**config.mk**
```make
export PLATFORM = sky130hd
export DESIGN_NAME = exec_seq_ctrl
export DESIGN_NICKNAME = d
export VERILOG_FILES = /design/src/rtl/exec_seq_ctrl.sv
export SDC_FILE = /design/constraint.sdc
export NUM_CORES = 1
export LEC_CHECK = 0
export ABC_CLOCK_PERIOD_IN_PS = 2700
export BUFFER_PORTS_ARGS = -buffer_cell sky130_fd_sc_hd__buf_4
export CORE_ASPECT_RATIO = 0.5
export CORE_MARGIN = 3
export CORE_UTILIZATION = 50
export CTS_CLUSTER_SIZE = 8
export DETAILED_ROUTE_END_ITERATION = 16
export PLACE_DENSITY = 0.74
export RECOVER_POWER = 100
export SLEW_MARGIN = 0
export SYNTH_ARGS = -nofsm -noshare
export SYNTH_HDL_FRONTEND = slang
export SYNTH_SLANG_ARGS = --single-unit
```
**constraint.sdc**
```tcl
create_clock -name clk -period 2.7 [get_ports clk]
set_input_delay 0.27 -clock clk [delete_from_list [all_inputs] [get_ports clk]]
set_output_delay 0.27 -clock clk [all_outputs]
set_load 0.05 [all_outputs]
```
**src/rtl/exec_seq_ctrl.sv**
```systemverilog
`default_nettype none
// ============================================================================
// Module      : exec_seq_ctrl
// Description : PDP-8 execution sequencer. Owns the PC, stalls the decoder
//               and runs the memory read/write handshake per instruction.
// Revision    : 1.0 - initial release
// ============================================================================
module exec_seq_ctrl #(
    parameter int                    ADDR_WIDTH    = 12,
    parameter int                    DATA_WIDTH    = 12,
    parameter logic [ADDR_WIDTH-1:0] START_ADDRESS = 12'h080,
    parameter int                    MEM_TIMEOUT   = 15
) (
    input  logic                  clk,
    input  logic                  reset_n,
    input  logic                  instr_valid,
    input  logic [2:0]            instr_op,
    input  logic [ADDR_WIDTH-1:0] eff_addr,
    input  logic                  skip_in,
    input  logic [DATA_WIDTH-1:0] ac_in,
    input  logic                  mem_ack,
    input  logic [DATA_WIDTH-1:0] mem_rdata,
    output logic                  stall,
    output logic [ADDR_WIDTH-1:0] PC_value,
    output logic                  mem_req,
    output logic                  mem_we,
    output logic [ADDR_WIDTH-1:0] mem_addr,
    output logic [DATA_WIDTH-1:0] mem_wdata,
    output logic                  opnd_valid,
    output logic [DATA_WIDTH-1:0] opnd,
    output logic                  ac_clr,
    output logic                  timeout_err
);

    localparam logic [1:0] c_st_idle = 2'd0;
    localparam logic [1:0] c_st_rd   = 2'd1;
    localparam logic [1:0] c_st_wr   = 2'd2;
    localparam logic [1:0] c_st_upd  = 2'd3;

    localparam logic [2:0] c_op_and = 3'd0;
    localparam logic [2:0] c_op_tad = 3'd1;
    localparam logic [2:0] c_op_isz = 3'd2;
    localparam logic [2:0] c_op_dca = 3'd3;
    localparam logic [2:0] c_op_jms = 3'd4;
    localparam logic [2:0] c_op_jmp = 3'd5;
    localparam logic [2:0] c_op_iot = 3'd6;
    localparam logic [2:0] c_op_opr = 3'd7;

    localparam logic [ADDR_WIDTH-1:0] c_pc_one   = ADDR_WIDTH'(1);
    localparam logic [ADDR_WIDTH-1:0] c_pc_two   = ADDR_WIDTH'(2);
    localparam logic [DATA_WIDTH-1:0] c_data_one = DATA_WIDTH'(1);
    localparam logic [7:0]            c_wait_last = 8'(MEM_TIMEOUT - 1);

    logic [1:0]            r_state;
    logic [2:0]            r_op;
    logic [ADDR_WIDTH-1:0] r_eff_addr;
    logic                  r_skip;
    logic                  r_zero;
    logic [7:0]            r_wait_cnt;
    logic                  r_stall;
    logic [ADDR_WIDTH-1:0] r_pc;
    logic                  r_mem_req;
    logic                  r_mem_we;
    logic [ADDR_WIDTH-1:0] r_mem_addr;
    logic [DATA_WIDTH-1:0] r_mem_wdata;
    logic                  r_opnd_valid;
    logic [DATA_WIDTH-1:0] r_opnd;
    logic                  r_ac_clr;
    logic                  r_timeout_err;

    logic [ADDR_WIDTH-1:0] w_pc_inc1;
    logic [ADDR_WIDTH-1:0] w_pc_inc2;
    logic                  w_timeout;

    assign w_pc_inc1 = r_pc + c_pc_one;
    assign w_pc_inc2 = r_pc + c_pc_two;
    // ack has priority: timeout only fires on a cycle the request is still unanswered
    assign w_timeout = r_mem_req && !mem_ack && (r_wait_cnt == c_wait_last);

    always_ff @(posedge clk) begin
        if (!reset_n) begin
            r_state       <= c_st_idle;
            r_op          <= 3'd0;
            r_eff_addr    <= '0;
            r_skip        <= 1'b0;
            r_zero        <= 1'b0;
            r_wait_cnt    <= 8'd0;
            r_stall       <= 1'b0;
            r_pc          <= START_ADDRESS;
            r_mem_req     <= 1'b0;
            r_mem_we      <= 1'b0;
            r_mem_addr    <= '0;
            r_mem_wdata   <= '0;
            r_opnd_valid  <= 1'b0;
            r_opnd        <= '0;
            r_ac_clr      <= 1'b0;
            r_timeout_err <= 1'b0;
        end else begin
            r_opnd_valid <= 1'b0;
            r_ac_clr     <= 1'b0;
            case (r_state)
                c_st_idle: begin
                    if (instr_valid && !r_stall) begin
                        r_op       <= instr_op;
                        r_eff_addr <= eff_addr;
                        r_skip     <= skip_in;
                        r_stall    <= 1'b1;
                        r_wait_cnt <= 8'd0;
                        case (instr_op)
                            c_op_and, c_op_tad, c_op_isz: begin
                                r_mem_req  <= 1'b1;
                                r_mem_we   <= 1'b0;
                                r_mem_addr <= eff_addr;
                                r_state    <= c_st_rd;
                            end
                            c_op_dca, c_op_jms: begin
                                r_mem_req   <= 1'b1;
                                r_mem_we    <= 1'b1;
                                r_mem_addr  <= eff_addr;
                                r_mem_wdata <= (instr_op == c_op_dca) ? ac_in
                                                                      : DATA_WIDTH'(w_pc_inc1);
                                r_state     <= c_st_wr;
                            end
                            default: r_state <= c_st_upd;
                        endcase
                    end
                end
                c_st_rd: begin
                    if (mem_ack) begin
                        r_mem_req <= 1'b0;
                        if (r_op == c_op_isz) begin
                            // request drops for one cycle before the write-back is issued
                            r_mem_we    <= 1'b1;
                            r_mem_wdata <= mem_rdata + c_data_one;
                            r_zero      <= &mem_rdata;
                            r_wait_cnt  <= 8'd0;
                            r_state     <= c_st_wr;
                        end else begin
                            r_opnd       <= mem_rdata;
                            r_opnd_valid <= 1'b1;
                            r_pc         <= w_pc_inc1;
                            r_stall      <= 1'b0;
                            r_state      <= c_st_idle;
                        end
                    end else if (w_timeout) begin
                        r_mem_req     <= 1'b0;
                        r_timeout_err <= 1'b1;
                        r_pc          <= w_pc_inc1;
                        r_stall       <= 1'b0;
                        r_state       <= c_st_idle;
                    end else begin
                        r_wait_cnt <= r_wait_cnt + 8'd1;
                    end
                end
                c_st_wr: begin
                    if (!r_mem_req) begin
                        r_mem_req <= 1'b1;
                    end else if (mem_ack) begin
                        r_mem_req <= 1'b0;
                        r_mem_we  <= 1'b0;
                        r_stall   <= 1'b0;
                        r_state   <= c_st_idle;
                        case (r_op)
                            c_op_isz: r_pc <= r_zero ? w_pc_inc2 : w_pc_inc1;
                            c_op_jms: r_pc <= r_eff_addr + c_pc_one;
                            default: begin
                                r_pc     <= w_pc_inc1;
                                r_ac_clr <= 1'b1;
                            end
                        endcase
                    end else if (w_timeout) begin
                        r_mem_req     <= 1'b0;
                        r_mem_we      <= 1'b0;
                        r_timeout_err <= 1'b1;
                        r_pc          <= w_pc_inc1;
                        r_stall       <= 1'b0;
                        r_state       <= c_st_idle;
                    end else begin
                        r_wait_cnt <= r_wait_cnt + 8'd1;
                    end
                end
                default: begin
                    r_stall <= 1'b0;
                    r_state <= c_st_idle;
                    case (r_op)
                        c_op_jmp: r_pc <= r_eff_addr;
                        c_op_opr: r_pc <= r_skip ? w_pc_inc2 : w_pc_inc1;
                        c_op_iot: r_pc <= w_pc_inc1;
                        default:  r_pc <= w_pc_inc1;
                    endcase
                end
            endcase
        end
    end

    assign stall       = r_stall;
    assign PC_value    = r_pc;
    assign mem_req     = r_mem_req;
    assign mem_we      = r_mem_we;
    assign mem_addr    = r_mem_addr;
    assign mem_wdata   = r_mem_wdata;
    assign opnd_valid  = r_opnd_valid;
    assign opnd        = r_opnd;
    assign ac_clr      = r_ac_clr;
    assign timeout_err = r_timeout_err;

endmodule
`default_nettype wire
```
Yosys cells after proc, flatten, opt, wreduce, memory -nomap -nowiden:

Index checks and enable logic that the tools add are counted.

* $add $sub $neg: 5
* multiply operators: 0
* divide/modulo/power cells: 0
* order comparisons: 0
* equality and inequality tests: 23
* shifts and indexed selects: 0
* multiplexer cells: 58
* bitwise logic cells: 2
* reduce and logical (&&, ||, !) cells: 29

Operators with widths (count)
* $mux 12: 12
* $pmux 12 s2: 3
* $mux 8: 6
* $add 12x1->12 const B: 3
* $pmux 12 s3: 1
* $pmux 8 s3: 1
* $mux 1: 22
* $reduce_and 3->1: 6
* $add 12x2->12 const B: 1
* $eq 3x3->1 const B: 4
* $mux 2: 6
* $ne 2x2->1 const B: 6
* $ne 3x3->1 const B: 4
* $reduce_and 12->1: 1
* $reduce_and 5->1: 2
* $eq 3x2->1 const B: 3
* $pmux 1 s3: 3
* $add 8x1->8 const B: 1
* $eq 8x4->1 const B: 1
* $reduce_and 4->1: 2
* $reduce_and 7->1: 1
* $pmux 2 s3: 1
* $reduce_and 2->1: 3
* $reduce_or 5->1: 1
* other kinds (16): 23

* bits in registers: 81
* latch bits: 0
* RAM bits: 0
* ROM bits: 0
* output and inout bits: 54
* memories kept: 0

Logic depth before layout (Yosys ltp):

Gate-level depths: netlist of the first run.

* word-level depth: 7
* depth in mapped cells: 9
* depth with buffers taken out: 8

Worst setup path after synthesis of the first run:

No wires, ideal clock.

* kind: register to register
* start point: register r_pc[1] (netlist: PC_value[1])
* end point: register r_pc[10] (netlist: PC_value[10])
* data arrival time: 2.237 ns
* slack: 0.327 ns
* cell stages (with the launch flop): 8
* period minus slack after synthesis: 2.373 ns
* cell sequence: dfxtp_1 ha_1 nand3_1 nor3_1 xnor2_1 o22ai_1 a2111oi_0 a211oi_1

* cells in the longest elaborated chain, start to end: 6
* elaborated cells between the ends (all ways): 12

Ends and longest elaborated chain
* from (decl): line 61 `logic [ADDR_WIDTH-1:0] r_pc;`
* from (signal assigned): line 141 `r_pc <= w_pc_inc1;`
* from (signal assigned): line 148 `r_pc <= w_pc_inc1;`
* from (signal assigned): line 164 `c_op_isz: r_pc <= r_zero ? w_pc_inc2 : w_pc_inc1;`
* $add 12x1->12 / $add 12x2->12 (equally long branches): line 75, 76
* $mux 12: line 164
* $pmux 12 s2: line 163 `case (r_op)`
* $mux 12: line 158 `end else if (mem_ack) begin`
* $mux 12: line 156 `if (!r_mem_req) begin`
* $pmux 12 s3 *: line 101 `case (r_state)`

Mark *: on every way between the ends. The rest lies on a longest branch, timed or not. The select of a mux whose other input is x is not followed.
A chain may end at the register's enable or synchronous reset.

Worst setup path after layout of the first run:

* start point: register r_state[1]
* end point: register r_mem_wdata[11] (netlist: mem_wdata[11])

* cells in the longest elaborated chain, start to end: 3
* elaborated cells between the ends (all ways): 9

Ends and longest elaborated chain
* from (decl): line 54 `logic [1:0] r_state;`
* from (signal assigned): line 82 `r_state <= c_st_idle;`
* from (signal assigned): line 114 `r_state <= c_st_rd;`
* from (signal assigned): line 122 `r_state <= c_st_wr;`
* $eq 2x1->1 / $logic_not 2->1 (equally long branches): line 101
* $ne 2x2->1 (no line) (tied with other cells)
* $reduce_and 5->1 (no line)
* to (signal assigned): line 120 `r_mem_wdata <= (instr_op == c_op_dca) ? ac_in`
* to (signal assigned): line 134 `r_mem_wdata <= mem_rdata + c_data_one;`
* to (decl): line 65 `logic [DATA_WIDTH-1:0] r_mem_wdata;`

Several ways; a longest one is shown, not always the timed one.

==> flow_summary_export.csv, run 1 <==
group,metric,value,unit
sta,fin_tns_setup,0,ns
sta,hold_viol,0,
power,leakagePower,2.175,nW
critical_path,cp_max_fo,22,
cts,clock_sinks,81,
grt,grt_overflow_total,0,
sta,setup_viol,0,
routing,wl_met2,6803,um
critical_path,cp_num_buf_inv,3,
cts,cts_setup_buffers,0,
status,outcome,"finished, final reports clean",
layout,drive_above_1_share,12.39,%
critical_path,crit_top_cell,"and2_0",
die,start_util,53.03,%
cts,cts_resized,0,
layout,regArea,0.001622,sq mm
routing,vias_per_cell,6.037,
synthesis,netlist_top_cells_area,"dfxtp_1, nand2_1, a21oi_1",
routing,firstDrtPassIters,7,
cts,cts.htree.levels,3,
power,ir_drop,0.0004969,V
cts,cts_tree,"done",
sta,tightest_slew,0.6736,ns
sta,max_freq,405.3,MHz
critical_path,path_depth,10,
synthesis,synth-edff-count,0,
die,core_area,0.009728,sq mm
grt,grt_pass1_wl,26540,um
synthesis,ys_types,69,
routing,drt-met1-wl,7832,um
synthesis,syn_area,0.005159,sq mm
min_path,worst_hold_path_type,"in -> reg",
routing,drt-total-wl,17100,um
grt,antenna_found_initial,0,
synthesis,synth_cells,681,
routing,wl_met3,2092,um
synthesis,synth_flop_cell,"dfxtp_1",
grt,first_global_vias,4874,
die,die_area,0.01165,sq mm
power,powerDensity,1150,mW/mm^2
synthesis,syn_avg_cell_area,7.575,sq um
placement,port_buffers,97,
placement,dpl.hpwl,12680,um
grt,grt_use_total,28.75,%
cts,clock_latency,0.34,ns
critical_path,worstSetupEndpointType,"register",
routing,highest_layer,"met5",
synthesis,synth_top_area_share,31.43,%
sta,slew-limit-headroom,54.75,%
placement,place.gp.congestion,1.030,
layout,final_nets,824,
sta,whs,0.1832,ns
routing,antenna_left,0,
cts,cts_root_buf,"clkbuf_16",
sta,rsz0062_at_grt,"no",
layout,multi_input_area,0.003277,sq mm
die,die_h,77.83,um
die,ios,98,
run,cap_violations,0,
cts,clockBufferDepth,2,
critical_path,worstPathRequired,2.96,ns
sta,final_max_slew_viol_count,0,
critical_path,critPathCapture,"mem_wdata[11]$_SDFFE_PN0P_",
sta,fin_skew,0.007259,ns
synthesis,yosysWarnings,0,
sta,period_needed,2.467,ns
critical_path,r2r.worst_path.cells,10,
sta,fin_crit_sh,91.38,%
die,row_count,25,
layout,area_growth,19.26,%
critical_path,cpPeakStageDelay,0.38,ns
layout,n_fill_cell,969,
critical_path,path_cells,"inv_1, ha_1, buf_4, and2_0, nand2_1, o21ai_0, and2_0, clkbuf_2, o211ai_1, o22ai_1",
cts,cts_hold_buf,0,
critical_path,cpMaxStageDelayCell,"clkbuf_2",
die,die_x,149.7,um
synthesis,ys_ff_latch,81,
synthesis,yosys.area.top_type,"dfxtp_1",
cts,clkTransAtPathRegs,0.07,ns
critical_path,cp-start-kind,"register",
grt,grt_max_degree,45,
synthesis,yosysSeqAreaShare,31.43,%
critical_path,reg2reg_to,"mem_wdata[11]$_SDFFE_PN0P_",
cts,cts_made_buffers,9,
routing,post_drt_wl_per_cell,18.79,um
critical_path,rrSetupSlack,0.23,ns
critical_path,startpoint,"r_state[1]$_SDFFE_PN0P_",
layout,antenna_cells,0,
critical_path,cp_data_arrival_time,2.73,ns
critical_path,r2r-start,"r_state[1]$_SDFFE_PN0P_",
synthesis,synth_fp_nets,735,
routing,drc,0,
routing,drt_iter0_drc,494,
critical_path,path_delay_family,"simple AND/OR/NAND/NOR gates",
routing,vias,5494,
critical_path,worstSetupPathType,"reg -> reg",
synthesis,async_flop_share,0,%
==> cells in the mapped netlist, types with 8 or more instances <==
| library cell | n |
|---|---|
| nand2_1 | 126 |
| clkbuf_1 | 26 |
| xnor2_1 | 24 |
| buf_2 | 14 |
| nand4_1 | 12 |
| o22ai_1 | 10 |
| ha_1 | 10 |
| nor2_1 | 51 |
| a21boi_0 | 28 |
| nand3_1 | 18 |
| a211oi_1 | 14 |
| inv_1 | 15 |
| xor2_1 | 19 |
| nor3_1 | 11 |
| mux2i_1 | 9 |
| and2_1 | 11 |
| o21ai_0 | 38 |
| nand2b_1 | 8 |
| a21oi_1 | 52 |
| a31oi_1 | 10 |
| dfxtp_1 | 81 |
==> flip-flops by register name (all words and copies together), names as in the netlist, 2 cells and up <==
name	count
PC_value	12
mem_addr	12
mem_wdata	12
opnd	12
r_eff_addr	12
r_op	3
r_state	2
r_wait_cnt	8
==> cell usage in the layout, fill, tap and decap left out, types with 11 or more instances in the layout <==
| cell | count |
|---|---|
| inv_1 | 15 |
| a21boi_0 | 29 |
| nand2_1 | 126 |
| o21ai_0 | 38 |
| a211oi_1 | 14 |
| xnor2_1 | 24 |
| buf_4 | 63 |
| nand4_1 | 12 |
| xor2_1 | 19 |
| clkbuf_1 | 56 |
| nor3_1 | 11 |
| a21oi_1 | 52 |
| dfxtp_1 | 81 |
| nor2_1 | 51 |
| nand3_1 | 18 |
==> cell families after synthesis <==
| family | count (synthesis) | share of synthesized area, % |
|---|---|---|
| xor+xnor | 43 | 7.300 |
| fa+ha+maj | 10 | 2.425 |
| mux | 9 | 1.746 |
| buf+inv | 58 | 4.996 |
| simple gates | 270 | 25.05 |
| compound gates | 210 | 27.04 |
| flops | 81 | 31.43 |
==> where the power goes <==
part,internal (mW),switching (mW),total (mW)
clock,0.849,0.542,1.39
sequential,1.49,0.356,1.85
combinational,1.17,2.66,3.83
total,3.52,3.56,7.07
==> metal layers <==
metal	track usage (%)	vias to the layer above
li1	-	2598
met1	42.17	2513
met2	40.05	338
met3	8.926	43
met4	7.664	2
met5	2.727	-
==> final cells by class <==
cell class	count	area share (%)
Multi-Input combinational cell	542	53.26
Tap cell	135	2.746
Timing Repair Buffer	121	11.27
Sequential cell	81	26.36
Clock buffer	10	3.884
Clock inverter	6	1.566
Inverter	15	0.9152
==> metrics by stage <==
stage	setup WS [ns]	std cells	area [sq um]	total power [mW]	util, %
2_1_floorplan	0.3265	681	5159	4.613	-
3_3_place_gp	0.4788	894	6035	5.760	62.03
3_5_place_dp	0.3595	894	6035	5.781	62.03
4_1_cts	0.3578	910	6370	7.196	65.48
5_1_grt	0.08307	910	6152	7.450	63.24
6_report	0.2327	910	6152	7.073	63.24
==> worst reg2reg max path: cells and delay by family, from the launching register on <==
| kind | cells | cell delay, ns |
|---|---|---|
| buffers and inverters | 3 | 0.63 |
| flip-flops | 1 | 0.34 |
| adder cells (fa/ha/maj) | 1 | 0.16 |
| AND/OR/NAND/NOR | 3 | 0.79 |
| AO/OA/AOI/OAI | 3 | 0.48 |
==> worst min path at each step <==
stage | from | slack, ns | cells past startpoint | to
floorplan | instr_op[1] | 0.41 | 2 | r_op[1]$_SDFFE_PN0P_
global placement | opnd[10]$_SDFFE_PN0P_ | 0.44 | 2 | opnd[10]$_SDFFE_PN0P_
detailed placement | opnd[7]$_SDFFE_PN0P_ | 0.45 | 2 | opnd[7]$_SDFFE_PN0P_
CTS | eff_addr[7] | 0.18 | 3 | r_eff_addr[7]$_SDFFE_PN0P_
global route | eff_addr[6] | 0.19 | 3 | mem_addr[6]$_SDFFE_PN0P_
finish | eff_addr[7] | 0.18 | 3 | r_eff_addr[7]$_SDFFE_PN0P_
No activity file was read; power rests on OpenSTA's default activity.
==> run 2, diff against run 1 <==
--- a/config.mk
+++ b/config.mk
@@ -6,13 +6,13 @@
 export NUM_CORES = 1
 export LEC_CHECK = 0
 export ABC_CLOCK_PERIOD_IN_PS = 2700
-export BUFFER_PORTS_ARGS = -buffer_cell sky130_fd_sc_hd__buf_4
 export CORE_ASPECT_RATIO = 0.5
 export CORE_MARGIN = 3
 export CORE_UTILIZATION = 50
 export CTS_CLUSTER_SIZE = 8
 export DETAILED_ROUTE_END_ITERATION = 16
-export PLACE_DENSITY = 0.74
+export DONT_BUFFER_PORTS = 1
+export PLACE_DENSITY = 0.66
 export RECOVER_POWER = 100
 export SLEW_MARGIN = 0
 export SYNTH_ARGS = -nofsm -noshare
==> flow_summary_export.csv, run 2 (same netlist as run 1, synthesis figures left out) <==
group,metric,value,unit
placement,place.gp.congestion,1.041,
cts,cts.htree.levels,3,
grt,grt_use_total,28.55,%
critical_path,worstSetupEndpointType,"register",
routing,vias_per_cell,6.222,
sta,tightest_slew,0.6939,ns
die,start_util,53.03,%
cts,clock_latency,0.35,ns
run,cap_violations,0,
sta,fin_tns_setup,0,ns
routing,drt_iter0_drc,712,
die,core_area,0.009728,sq mm
layout,instances_no_fill,820,
grt,grt_pass1_wl,26120,um
grt,antenna_found_initial,0,
routing,antenna_left,0,
cts,cts_resized,0,
layout,antenna_cells,0,
cts,cts_hold_buf,0,
routing,post_drt_wl_per_cell,20.21,um
grt,grt_overflow_total,0,
sta,fin_crit_sh,90.02,%
sta,slew-limit-headroom,53.74,%
sta,final_max_slew_viol_count,0,
power,powerDensity,1214,mW/mm^2
cts,clock_sinks,81,
sta,hold_viol,0,
layout,layout.cells.most_common,"nand2_1",
critical_path,worstPathRequired,2.93,ns
layout,stdcell_area,0.005655,sq mm
cts,cts_root_buf,"clkbuf_16",
die,row_count,25,
placement,dpl.hpwl,12390,um
critical_path,cpPeakStageDelay,0.41,ns
layout,final_nets,734,
critical_path,path_cells,"inv_1, ha_1, nor2b_1, a211oi_4, o21ai_0, and2_0, a31o_1, a22o_1",
sta,rsz0062_at_grt,"no",
die,die_h,77.83,um
placement,port_buffers,0,
cts,clockBufferDepth,2,
power,leakagePower,1.920,nW
layout,n_fill_cell,939,
routing,firstDrtPassIters,5,
cts,cts_setup_buffers,0,
critical_path,path_delay_family,"compound AO/OA/AOI/OAI gates",
sta,period_needed,2.431,ns
critical_path,worstSetupPathType,"reg -> reg",
layout,layout_common_cells,"nand2_1, dfxtp_1, a21oi_1, nor2_1, o21ai_0",
placement,dpl_worst_slack,0.3960,ns
power,ir_drop,0.0004527,V
min_path,worst_hold_path_type,"in -> reg",
placement,postPlaceCellArea,0.005359,sq mm
cts,cts_tree,"done",
sta,max_freq,411.4,MHz
layout,area_growth,9.629,%
routing,drc,0,
critical_path,cp_max_fo,10,
routing,drt-total-wl,16570,um
sta,fin_ws,0.2694,ns
cts,clkTransAtPathRegs,0.07,ns
die,die_x,149.7,um
routing,vias,5102,
grt,first_global_vias,4790,
cts,cts_made_buffers,9,
status,outcome,"finished, final reports clean",
grt,grt_max_degree,54,
sta,fin_skew,0.008986,ns
critical_path,cpMaxStageDelayCell,"a211oi_4",
critical_path,cp_num_buf_inv,1,
critical_path,cp-start-kind,"register",
layout,drive_above_1_share,7.737,%
die,die_area,0.01165,sq mm
placement,place_inst,804,
critical_path,cp_data_arrival_time,2.66,ns
die,ios,98,
sta,setup_viol,0,
-- run 2: cell types whose count changed in the layout (fill, tap and decap cells not counted), moves of 3 or more --
cell      change
and2_1        +3
and2_0        -3
clkbuf_1     -48
buf_4        -41
-- run 2: worst reg2reg max path: cells and delay by family (launching register included) --
family / cells / cell delay (ns)
AO/OA/AOI/OAI: 4 / 1.03
AND/OR/NAND/NOR: 2 / 0.52
flip-flops: 1 / 0.38
adder cells (fa/ha/maj): 1 / 0.31
buffers and inverters: 1 / 0.08
-- run 2: power by group --
| group | internal [mW] | total, mW | switching, mW |
|---|---|---|---|
| clock network | 0.849 | 1.39 | 0.542 |
| logic | 1.07 | 3.12 | 2.04 |
| registers | 1.49 | 2.36 | 0.867 |
-- run 2: path summary, 6_finish.rpt --
kind,startpoint,to,slack [ns],cells past startpoint
setup / recovery,r_state[0]$_SDFFE_PN0P_,PC_value[4]$_SDFFE_PN0P_,0.27,8
hold / removal,mem_rdata[9],opnd[9]$_SDFFE_PN0P_,0.05,2
setup reg to reg,r_state[0]$_SDFFE_PN0P_,PC_value[4]$_SDFFE_PN0P_,0.27,8
hold reg to reg,r_skip$_SDFFE_PN0P_,r_skip$_SDFFE_PN0P_,0.51,2
-- run 2: area by class of cell --
cell class                      instances  area [sq um]  share of cell area [%]
Multi-Input combinational cell        542          3273                   57.88
Sequential cell                        81          1622                   28.67
Clock buffer                           10         239.0                   4.226
Timing Repair Buffer                   31         200.2                   3.540
Tap cell                              135         168.9                   2.987
Clock inverter                          6         96.34                   1.704
Inverter                               15         56.30                  0.9956
-- run 2: per-layer routing --
layer	vias up	part of all wire, %	GRT usage (%)
met5	-	0	0
met4	0	1.3	5.109
met3	20	14	10.85
met2	274	39	38.96
met1	2388	46	42.51
li1	2420	-	-
-- run 2: through the flow --
step                power (mW)  util (%)  hold slack [ns]
global placement         5.468     55.09           0.3964
detailed placement       5.465     55.09           0.3943
CTS                      6.870     58.53          0.03247
finish                   6.866     58.14          0.04710
global route             7.273     58.14          0.03638
floorplan                4.613         -           0.4060
==> run 3, diff against run 2 <==
--- a/config.mk
+++ b/config.mk
@@ -12,8 +12,8 @@
 export CTS_CLUSTER_SIZE = 8
 export DETAILED_ROUTE_END_ITERATION = 16
 export DONT_BUFFER_PORTS = 1
-export PLACE_DENSITY = 0.66
 export RECOVER_POWER = 100
+export REMOVE_ABC_BUFFERS = 1
 export SLEW_MARGIN = 0
 export SYNTH_ARGS = -nofsm -noshare
 export SYNTH_HDL_FRONTEND = slang
==> constraint.sdc (replaced) <==
create_clock -name clk -period 2.7 [get_ports clk]
set_input_delay 0.27 -clock clk [delete_from_list [all_inputs] [get_ports clk]]
set_output_delay 0.27 -clock clk [all_outputs]
set_load 0.02 [all_outputs]
==> flow_summary_export.csv, run 3 (same netlist as run 1, synthesis figures left out) <==
group,metric,value,unit
status,outcome,"finished, final reports clean",
routing,firstDrtPassIters,5,
die,row_count,25,
sta,fin_crit_sh,91.88,%
sta,fin_skew,0.01035,ns
routing,wl_met2,6189,um
power,finalPower,6.371,mW
critical_path,worstSetupEndpointType,"register",
routing,vias_per_cell,6.097,
sta,period_needed,2.481,ns
die,ios,98,
sta,max_freq,403.1,MHz
min_path,min-delay-start,"reset_n",
critical_path,rrSetupSlack,0.22,ns
layout,final_core_util,57.72,%
critical_path,reg2reg_to,"PC_value[10]$_SDFFE_PN0P_",
cts,cts_resized,0,
routing,drt_iter0_drc,439,
die,die_area,0.01165,sq mm
grt,grt_use_total,28.34,%
routing,drt-total-wl,16300,um
routing,wl_met3,1973,um
routing,highest_layer,"met4",
power,ir_drop,0.0005223,V
layout,layout_common_cells,"nand2_1, dfxtp_1, a21oi_1, nor2_1, o21ai_0",
cts,clock_sinks,81,
die,die_h,77.83,um
layout,antenna_cells,0,
sta,fin_ws,0.2192,ns
sta,fin_tns_setup,0,ns
critical_path,worstSetupPathType,"reg -> reg",
critical_path,cp_max_fo,8,
routing,antenna_left,0,
critical_path,r2r.worst_path.cells,7,
layout,area_growth,8.853,%
cts,cts.htree.levels,3,
die,core_area,0.009728,sq mm
min_path,whs_endpoint,"PC_value[7]$_SDFFE_PN1P_",
sta,slew-limit-headroom,42.71,%
critical_path,worstPathRequired,2.92,ns
placement,port_buffers,0,
die,start_util,53.03,%
min_path,holdPathStages,1,
min_path,worst_hold_path_type,"in -> reg",
routing,drc,0,
cts,clkTransAtPathRegs,0.07,ns
layout,layout.cells.most_common,"nand2_1",
grt,grt_max_degree,54,
critical_path,r2r-start,"PC_value[2]$_SDFFE_PN0P_",
placement,place.gp.congestion,0.9629,
grt,antenna_found_initial,0,
critical_path,cp_data_arrival_time,2.70,ns
power,powerDensity,1135,mW/mm^2
grt,grt_pass1_wl,25990,um
sta,rsz0062_at_grt,"no",
power,leakagePower,1.895,nW
cts,cts_setup_buffers,0,
routing,drt-met1-wl,7942,um
cts,clock_latency,0.35,ns
critical_path,cp-start-kind,"register",
placement,dpl_worst_slack,0.4065,ns
cts,cts_root_buf,"clkbuf_16",
run,cap_violations,0,
sta,setup_viol,0,
routing,post_drt_wl_per_cell,20.00,um
layout,n_fill_cell,957,
cts,cts_tree,"done",
cts,clockBufferDepth,2,
placement,dpl.hpwl,12160,um
die,die_x,149.7,um
layout,final_nets,729,
sta,hold_viol,0,
layout,instances_no_fill,815,
cts,cts_made_buffers,9,
layout,drive_above_1_share,6.471,%
grt,first_global_vias,4696,
sta,tightest_slew,0.8584,ns
placement,place_inst,799,
cts,cts_hold_buf,0,
sta,final_max_slew_viol_count,0,
routing,vias,4969,
grt,grt_overflow_total,0,
-- run 3: critical path: stages (launching register included) --
cell,delay [ns]
dfxtp_1,0.34
clkbuf_1,0.47
nand3_1,0.32
nor3_1,0.40
xnor2_1,0.19
o22ai_1,0.09
a2111oi_0,0.43
a211oi_1,0.10
-- run 3: stage by stage --
| stage | hold slack (ns) | area, sq um |
|---|---|---|
| 2_1_floorplan | 0.3825 | 4957 |
| 3_3_place_gp | 0.4017 | 5321 |
| 3_5_place_dp | 0.4061 | 5321 |
| 4_1_cts | 0.03709 | 5667 |
| 5_1_grt | 0.03707 | 5615 |
| 6_report | 0.05292 | 5615 |
-- run 3: final cells by class --
cell class / instances / area [sq um] / area share, %
clock buffer: 10 / 229.0 / 4.078
clock inverter: 6 / 116.4 / 2.072
inverter: 15 / 56.30 / 1.003
multi-input combinational: 542 / 3264 / 58.13
sequential: 81 / 1622 / 28.88
tap: 135 / 168.9 / 3.008
timing repair buffer: 26 / 158.9 / 2.830
-- run 3: where the power goes --
group / internal [mW] / switching, mW / leakage, nW / total [mW]
clock network: 0.909 / 0.530 / 0.167 / 1.44
logic: 1.04 / 1.87 / 1.07 / 2.91
registers: 1.49 / 0.526 / 0.660 / 2.02
total: 3.45 / 2.92 / 1.90 / 6.37
-- run 3: worst max-delay path by stage --
stage                                  start                         to  slack [ns]  cells after the start
floorplan            r_state[1]$_SDFFE_PN0P_  mem_wdata[0]$_SDFFE_PN0P_        0.24                      8
global placement     r_state[1]$_SDFFE_PN0P_   PC_value[5]$_SDFFE_PN0P_        0.41                      9
detailed placement   r_state[1]$_SDFFE_PN0P_   PC_value[5]$_SDFFE_PN0P_        0.41                      9
CTS                  r_state[1]$_SDFFE_PN0P_   PC_value[5]$_SDFFE_PN0P_        0.39                      9
global route            r_op[2]$_SDFFE_PN0P_   PC_value[4]$_SDFFE_PN0P_        0.08                      6
finish              PC_value[2]$_SDFFE_PN0P_  PC_value[10]$_SDFFE_PN0P_        0.22                      7
-- run 3: layer usage --
metal | up-vias | GRT usage [%]
met1 | 2269 | 42.08
met4 | 0 | 7.391
met3 | 21 | 9.218
met2 | 268 | 38.83
li1 | 2411 | -
met5 | - | 0
